### config.mk
export PLATFORM = sky130hd
export DESIGN_NAME = uart_tx_arbiter_flat
export DESIGN_NICKNAME = d
export VERILOG_FILES = /design/src/rtl/uart_tx_arbiter_if.sv /design/src/rtl/uart_tx_arbiter.sv /design/src/flat_wrapper.sv
export SDC_FILE = /design/constraint.sdc
export NUM_CORES = 1
export LEC_CHECK = 0
export ABC_CLOCK_PERIOD_IN_PS = 1960
export BUFFER_PORTS_ARGS = -buffer_cell sky130_fd_sc_hd__clkbuf_2
export CORE_ASPECT_RATIO = 1.4
export CORE_UTILIZATION = 30
export DETAILED_ROUTE_END_ITERATION = 16
export GPL_TIMING_DRIVEN = 0
export SKIP_CTS_REPAIR_TIMING = 1
export SYNTH_ARGS = -nofsm -noshare
export SYNTH_HDL_FRONTEND = slang
export SYNTH_SLANG_ARGS = --single-unit
### constraint.sdc
create_clock -name clk -period 1.96 [get_ports clk]
set_input_delay 0.392 -clock clk [delete_from_list [all_inputs] [get_ports clk]]
set_output_delay 0.392 -clock clk [all_outputs]
set_load 0.02 [all_outputs]
### src/rtl/uart_tx_arbiter_if.sv
// ============================================================================
// Module  : uart_tx_arbiter_if
// Brief   : Requester-side and UART-side handshake bundle for uart_tx_arbiter.
// Revision: 1.0 - initial release
// ============================================================================
`default_nettype none

interface uart_tx_arbiter_if #(
  parameter int NBIT_DATA_LEN = 8,
  parameter int N_REQ         = 4
);
  logic [N_REQ-1:0]               req;
  logic [N_REQ*NBIT_DATA_LEN-1:0] req_data;
  logic [N_REQ-1:0]               req_last;
  logic                           tx_done_tick;
  logic [N_REQ-1:0]               grant;
  logic [N_REQ-1:0]               byte_ack;
  logic                           tx_start;
  logic [NBIT_DATA_LEN-1:0]       tx_data;

  modport master (
    input  req, req_data, req_last, tx_done_tick,
    output grant, byte_ack, tx_start, tx_data
  );

  modport slave (
    output req, req_data, req_last, tx_done_tick,
    input  grant, byte_ack, tx_start, tx_data
  );
endinterface

`default_nettype wire

### src/rtl/uart_tx_arbiter.sv
// ============================================================================
// Module  : uart_tx_arbiter
// Brief   : Burst-granting arbiter sharing one UART TX among N_REQ byte streams.
//           Define ARB_FIXED_PRIO_EN for lowest-index-wins; round-robin otherwise.
// Revision: 1.0 - initial release
// ============================================================================
`default_nettype none

module uart_tx_arbiter #(
  parameter int NBIT_DATA_LEN = 8,
  parameter int N_REQ         = 4,
  parameter int MAX_BURST     = 16
) (
  input  logic                clk,
  input  logic                reset,
  uart_tx_arbiter_if.master   bus,
  output logic                busy
);

  localparam int IDX_W = (N_REQ > 1) ? $clog2(N_REQ) : 1;
  localparam int CNT_W = $clog2(MAX_BURST + 1);
  localparam logic [CNT_W-1:0] C_MAX_BURST = CNT_W'(MAX_BURST);
  localparam logic [IDX_W-1:0] C_LAST_IDX  = IDX_W'(N_REQ - 1);

  typedef enum logic [1:0] {
    ST_IDLE      = 2'd0,
    ST_LOAD      = 2'd1,
    ST_WAIT_DONE = 2'd2
  } state_t;

  state_t                   r_state, w_state_nxt;
  logic [N_REQ-1:0]         r_grant, w_grant_nxt;
  logic [N_REQ-1:0]         r_byte_ack, w_byte_ack_nxt;
  logic                     r_tx_start, w_tx_start_nxt;
  logic [NBIT_DATA_LEN-1:0] r_tx_data, w_tx_data_nxt;
  logic [IDX_W-1:0]         r_rr_ptr, w_rr_ptr_nxt;
  logic [CNT_W-1:0]         r_burst_cnt, w_burst_cnt_nxt;
  logic [IDX_W-1:0]         r_owner, w_owner_nxt;
  logic                     r_last_q, w_last_q_nxt;
  logic                     r_done_q;
  logic                     w_done_edge;
  logic                     w_release;
  logic [IDX_W-1:0]         w_winner;
  int                       w_scan_idx;

  assign w_done_edge = bus.tx_done_tick & ~r_done_q;
  assign w_release   = r_last_q | (r_burst_cnt == C_MAX_BURST) | ~bus.req[r_owner];

  // Descending scan so the highest-priority candidate is the last one written.
  always_comb begin
    w_winner   = '0;
    w_scan_idx = 0;
`ifdef ARB_FIXED_PRIO_EN
    for (int k = N_REQ - 1; k >= 0; k--) begin
      if (bus.req[k]) w_winner = IDX_W'(k);
    end
`else
    for (int k = N_REQ - 1; k >= 0; k--) begin
      w_scan_idx = int'(r_rr_ptr) + k;
      if (w_scan_idx >= N_REQ) w_scan_idx = w_scan_idx - N_REQ;
      if (bus.req[w_scan_idx]) w_winner = IDX_W'(w_scan_idx);
    end
`endif
  end

  always_comb begin
    w_state_nxt     = r_state;
    w_grant_nxt     = r_grant;
    w_byte_ack_nxt  = '0;
    w_tx_start_nxt  = 1'b0;
    w_tx_data_nxt   = r_tx_data;
    w_rr_ptr_nxt    = r_rr_ptr;
    w_burst_cnt_nxt = r_burst_cnt;
    w_owner_nxt     = r_owner;
    w_last_q_nxt    = r_last_q;
    case (r_state)
      ST_IDLE: begin
        if (|bus.req) begin
          w_owner_nxt     = w_winner;
          w_grant_nxt     = N_REQ'(1) << w_winner;
          w_burst_cnt_nxt = '0;
          w_state_nxt     = ST_LOAD;
        end
      end
      ST_LOAD: begin
        w_tx_data_nxt            = bus.req_data[r_owner*NBIT_DATA_LEN +: NBIT_DATA_LEN];
        w_last_q_nxt             = bus.req_last[r_owner];
        w_tx_start_nxt           = 1'b1;
        w_byte_ack_nxt           = N_REQ'(1) << r_owner;
        w_burst_cnt_nxt          = r_burst_cnt + 1'b1;
        w_state_nxt              = ST_WAIT_DONE;
      end
      ST_WAIT_DONE: begin
        if (w_done_edge) begin
          if (w_release) begin
            w_grant_nxt = '0;
`ifdef ARB_FIXED_PRIO_EN
            w_rr_ptr_nxt = '0;
`else
            w_rr_ptr_nxt = (r_owner == C_LAST_IDX) ? '0 : r_owner + 1'b1;
`endif
            w_state_nxt = ST_IDLE;
          end else begin
            w_state_nxt = ST_LOAD;
          end
        end
      end
      default: begin
        w_state_nxt     = ST_IDLE;
        w_grant_nxt     = '0;
        w_tx_data_nxt   = '0;
        w_burst_cnt_nxt = '0;
        w_owner_nxt     = '0;
        w_last_q_nxt    = 1'b0;
      end
    endcase
  end

  // The done history is kept through reset so a level held across reset is not seen as an edge.
  always_ff @(posedge clk) begin
    r_done_q <= bus.tx_done_tick;
    if (reset) begin
      r_state     <= ST_IDLE;
      r_grant     <= '0;
      r_byte_ack  <= '0;
      r_tx_start  <= 1'b0;
      r_tx_data   <= '0;
      r_rr_ptr    <= '0;
      r_burst_cnt <= '0;
      r_owner     <= '0;
      r_last_q    <= 1'b0;
    end else begin
      r_state     <= w_state_nxt;
      r_grant     <= w_grant_nxt;
      r_byte_ack  <= w_byte_ack_nxt;
      r_tx_start  <= w_tx_start_nxt;
      r_tx_data   <= w_tx_data_nxt;
      r_rr_ptr    <= w_rr_ptr_nxt;
      r_burst_cnt <= w_burst_cnt_nxt;
      r_owner     <= w_owner_nxt;
      r_last_q    <= w_last_q_nxt;
    end
  end

  assign bus.grant    = r_grant;
  assign bus.byte_ack = r_byte_ack;
  assign bus.tx_start = r_tx_start;
  assign bus.tx_data  = r_tx_data;
  assign busy         = (r_state != ST_IDLE);

endmodule

`default_nettype wire

### src/flat_wrapper.sv
// flat-port wrapper written by rule: the top's interface ports become plain ports
module uart_tx_arbiter_flat 
#(
  parameter int NBIT_DATA_LEN = 8,
  parameter int N_REQ         = 4,
  parameter int MAX_BURST     = 16
)
  (clk, reset, busy, bus_req, bus_req_data, bus_req_last, bus_tx_done_tick, bus_grant, bus_byte_ack, bus_tx_start, bus_tx_data);
  uart_tx_arbiter_if #(.NBIT_DATA_LEN(NBIT_DATA_LEN), .N_REQ(N_REQ)) bus_i ();
  input  logic clk;
  input  logic reset;
  output logic busy;
  input wire logic [$bits(bus_i.req)-1:0] bus_req;
  input wire logic [$bits(bus_i.req_data)-1:0] bus_req_data;
  input wire logic [$bits(bus_i.req_last)-1:0] bus_req_last;
  input wire logic [$bits(bus_i.tx_done_tick)-1:0] bus_tx_done_tick;
  output wire logic [$bits(bus_i.grant)-1:0] bus_grant;
  output wire logic [$bits(bus_i.byte_ack)-1:0] bus_byte_ack;
  output wire logic [$bits(bus_i.tx_start)-1:0] bus_tx_start;
  output wire logic [$bits(bus_i.tx_data)-1:0] bus_tx_data;
  assign bus_i.req = bus_req;
  assign bus_i.req_data = bus_req_data;
  assign bus_i.req_last = bus_req_last;
  assign bus_i.tx_done_tick = bus_tx_done_tick;
  assign bus_grant = bus_i.grant;
  assign bus_byte_ack = bus_i.byte_ack;
  assign bus_tx_start = bus_i.tx_start;
  assign bus_tx_data = bus_i.tx_data;
  uart_tx_arbiter #(.NBIT_DATA_LEN(NBIT_DATA_LEN), .N_REQ(N_REQ), .MAX_BURST(MAX_BURST)) u_core (.clk(clk), .reset(reset), .bus(bus_i), .busy(busy));
endmodule
==> impl_metrics.toml <==
[clocking]
cts.root.buffer_cell = "clkbuf_8"
cts_htree_levels = 2
clkSlewWorstSetupHoldPaths_ps = 60
insertion_delay_ps = 280
tritoncts = "done"
clkSinkCount = 30
max_buffers_root_to_sink = 2
tritoncts.num_buffers = 5

[power_and_ir_drop]
power.combinational.fraction = 0.346
switching_power_mw = 0.6140
seq_power_share = 0.396
p_leak_nw = 0.9029
total_power_mw = 1.782
switching_share = 0.3445
peakVddDrop_mv = 0.3543
cell_internal_pwr_mw = 1.168
pwr-share-clk = 0.258
power-per-cell-area_nw_per_um2 = 846.9

[sta]
maxClockFrequency_mhz = 526.9
maxSlewHeadroom = 0.6010
tightest_pin_transition_ps = 593.0
finalCritPeriodShare = 0.9683
timing.final.max_slew_violations = 0
skew_ps = 5.290
final.setup.worst_slack_ps = 62.11
hold_viol_final = 0
period_minus_slack_ps = 1898
worst_hold_slack_ps = 243.4
timing.final.setup_violations = 0
fin_tns_setup_ps = 0

[finish]
layoutNonFillerInstCount = 292
insertedDiodeCount = 0
layout.cells.most_common = "clkbuf_2"
final_layout_size_suffix_gt1_frac = 0.4298
finish.instance_area_um2 = 2105
synthToLayoutAreaGrowth_pct = 34.56
final_core_util = 0.4280
fillerInstances = 507
layout.nets = 278
most-common-layout-cells = "clkbuf_2 (60), dfxtp_1 (27), nor2_1 (21)"

[place]
placement.setup.worst_slack_ps = -304.0
placedCellCount = 282
place.gp.congestion = 0.7851
numPortBuffers = 59
post_placement_cell_area_um2 = 1941
place_hpwl_um = 2924

[floorplanning]
placementRows = 30
die_w_um = 63.03
design.core.area_um2 = 4917
num_io_pins = 61
chipHeight_um = 87.43
start_util = 0.3181
design.die.area_um2 = 5510

[grt]
pin_count_of_the_biggest_net_entering_global_routing = 11
antenna_found_initial = 0
global_route.usage.met2 = 0.2434
globalRoute.totalOverflow = 0
grt.met1_usage = 0.1651
top_usage_layer = "met2"
grt_first_pass_wirelength_um = 6120
grt_use_met3 = 0.04058
total_grt_usage = 0.1423
grt_pass1_vias = 1329

[setup_path]
crit_path_cell_trace = "inv_4 > ha_4 > or4bb_4 > nand4_4 > nand4_4 > or4_4 > a21oi_2"
start_kind = "flop"
critPathMostFrequentCell = "nand4_4"
critical_path_fanouts_max = 4
critical-path-slowest-cell = "or4bb_4"
delay_of_the_slowest_cell_on_the_worst_path_ps = 490
worstSetupEndpointType = "flop"
worst_ep_arrival_time_ps = 2110
cp_data_required_time_ps = 2170
critPathKind = "reg -> reg"

[drt]
detailroute.via_count = 1432
detail_route.wirelength_um = 3794
detailedRoute.firstIterationViolations = 18
final_antenna_net_count = 0
drt_pre_antenna_iters = 4
routed_wire_length_per_instance_um = 12.99
drc_errors = 0
routed_via_density = 4.904

[yosys]
synth-seq-cells = 30
synthXorXnorAreaFrac = 0.01680
ys_seq_area_frac = 0.3840
yosys.area_share.adder = 0.05600
count_of_flip_flops_with_a_built_in_enable_after_synthesis = 0
synth.cell_area_um2 = 1564
fraction_of_synthesized_area_in_multiplexers = 0.1720
synthArstFlopShare = 0
synth_area_per_cell_um2 = 9.836
synth_fp_nets = 209
synthesis.yosys.warnings = 0
fraction_of_the_mapped_netlist_area_in_compound_gates = 0.1192
synthesis.instances = 159
dominant_combinational_cell_family_by_area_after_synthesis = "simple AND/OR/NAND/NOR gates"
count_of_cell_types_in_the_netlist = 36
synthSimpleGateAreaFrac = 0.2040
synth_ff_type = "dfxtp_1"

[outcome]
status = "completed"

[job]
cap_viol_max_count = 0

[hold_path]
hold_class = "in -> reg"
-- critical path: cells and delay by family, from the launching register on --
family          cells  cell delay (ps)
fa+ha+maj           1              110
compound gates      1              110
simple gates        4             1180
flops               1              360
buf+inv             1               60
-- registers in the layout, summed over array words and instances (netlist names), 2 cells and up --
name	cells
u_core.r_rr_ptr	2
u_core.bus.grant	4
u_core.r_burst_cnt	5
u_core.bus.tx_data	8
u_core.r_state	2
u_core.bus.byte_ack	4
u_core.r_owner	2
-- synthesized netlist by cell type (2+ instances only) --
cell / instances / area, um2
nor2_1: 22 / 82.58
o41ai_1: 2 / 17.52
nor4_1: 2 / 12.51
nor2b_1: 3 / 18.77
nand3_1: 4 / 20.02
mux2i_1: 4 / 40.04
dfxtp_1: 30 / 600.6
ha_1: 7 / 87.58
o21ai_0: 2 / 10.01
nand4_1: 2 / 12.51
nand2_1: 10 / 37.54
nand2b_1: 3 / 18.77
a22oi_1: 9 / 67.56
xor2_1: 3 / 26.28
a21oi_1: 9 / 45.04
mux4_2: 9 / 202.7
nand3b_1: 4 / 30.03
inv_1: 9 / 33.78
clkbuf_1: 8 / 30.03
-- power by group through the flow --
stage	logic (mW)	registers [mW]	clock network (mW)
6_report	0.616	0.706	0.460
5_1_grt	0.684	0.714	0.493
4_1_cts	0.557	0.703	0.469
3_5_place_dp	0.555	0.716	0
3_3_place_gp	0.547	0.713	0
2_1_floorplan	0.350	0.749	0
-- final timing paths --
check                                     start                               end  slack, ps  cells past startpoint
max          u_core.r_burst_cnt[0]$_SDFFE_PP0P_  u_core.bus.grant[1]$_SDFFE_PP0P_         60                      7
min                            bus_tx_done_tick           u_core.r_done_q$_DFF_P_        240                      1
max reg2reg  u_core.r_burst_cnt[0]$_SDFFE_PP0P_  u_core.bus.grant[1]$_SDFFE_PP0P_         60                      7
min reg2reg    u_core.bus.grant[1]$_SDFFE_PP0P_  u_core.bus.grant[1]$_SDFFE_PP0P_        470                      2
-- per-layer routing --
| metal | share of wire | vias up | routed length (um) |
|---|---|---|---|
| li1 | - | 712 | - |
| met2 | 0.50 | 46 | 1912 |
| met4 | 0.020 | 0 | 75 |
| met5 | 0 | - | 0 |
| met3 | 0.060 | 8 | 226 |
| met1 | 0.42 | 666 | 1579 |
-- final cells by class --
| type | count | area, um2 | area share |
|---|---|---|---|
| clock buffers | 5 | 68.82 | 0.03270 |
| multi-input cells | 112 | 944.7 | 0.4489 |
| well taps | 64 | 80.08 | 0.03805 |
| plain buffers | 8 | 40.04 | 0.01902 |
| inverters | 9 | 36.28 | 0.01724 |
| clock inverters | 2 | 10.01 | 0.004756 |
| flip-flops and latches | 30 | 606.8 | 0.2883 |
| repair buffers | 62 | 317.8 | 0.1510 |
-- logic make-up (layout without fill, tap and decap cells) --
group,Yosys count,after routing
buf+inv,18,86
mux,14,14
fa+ha+maj,7,7
simple gates,59,60
compound gates,28,28
xor+xnor,3,3
flops,30,30
No activity file was read; power rests on OpenSTA's default activity.
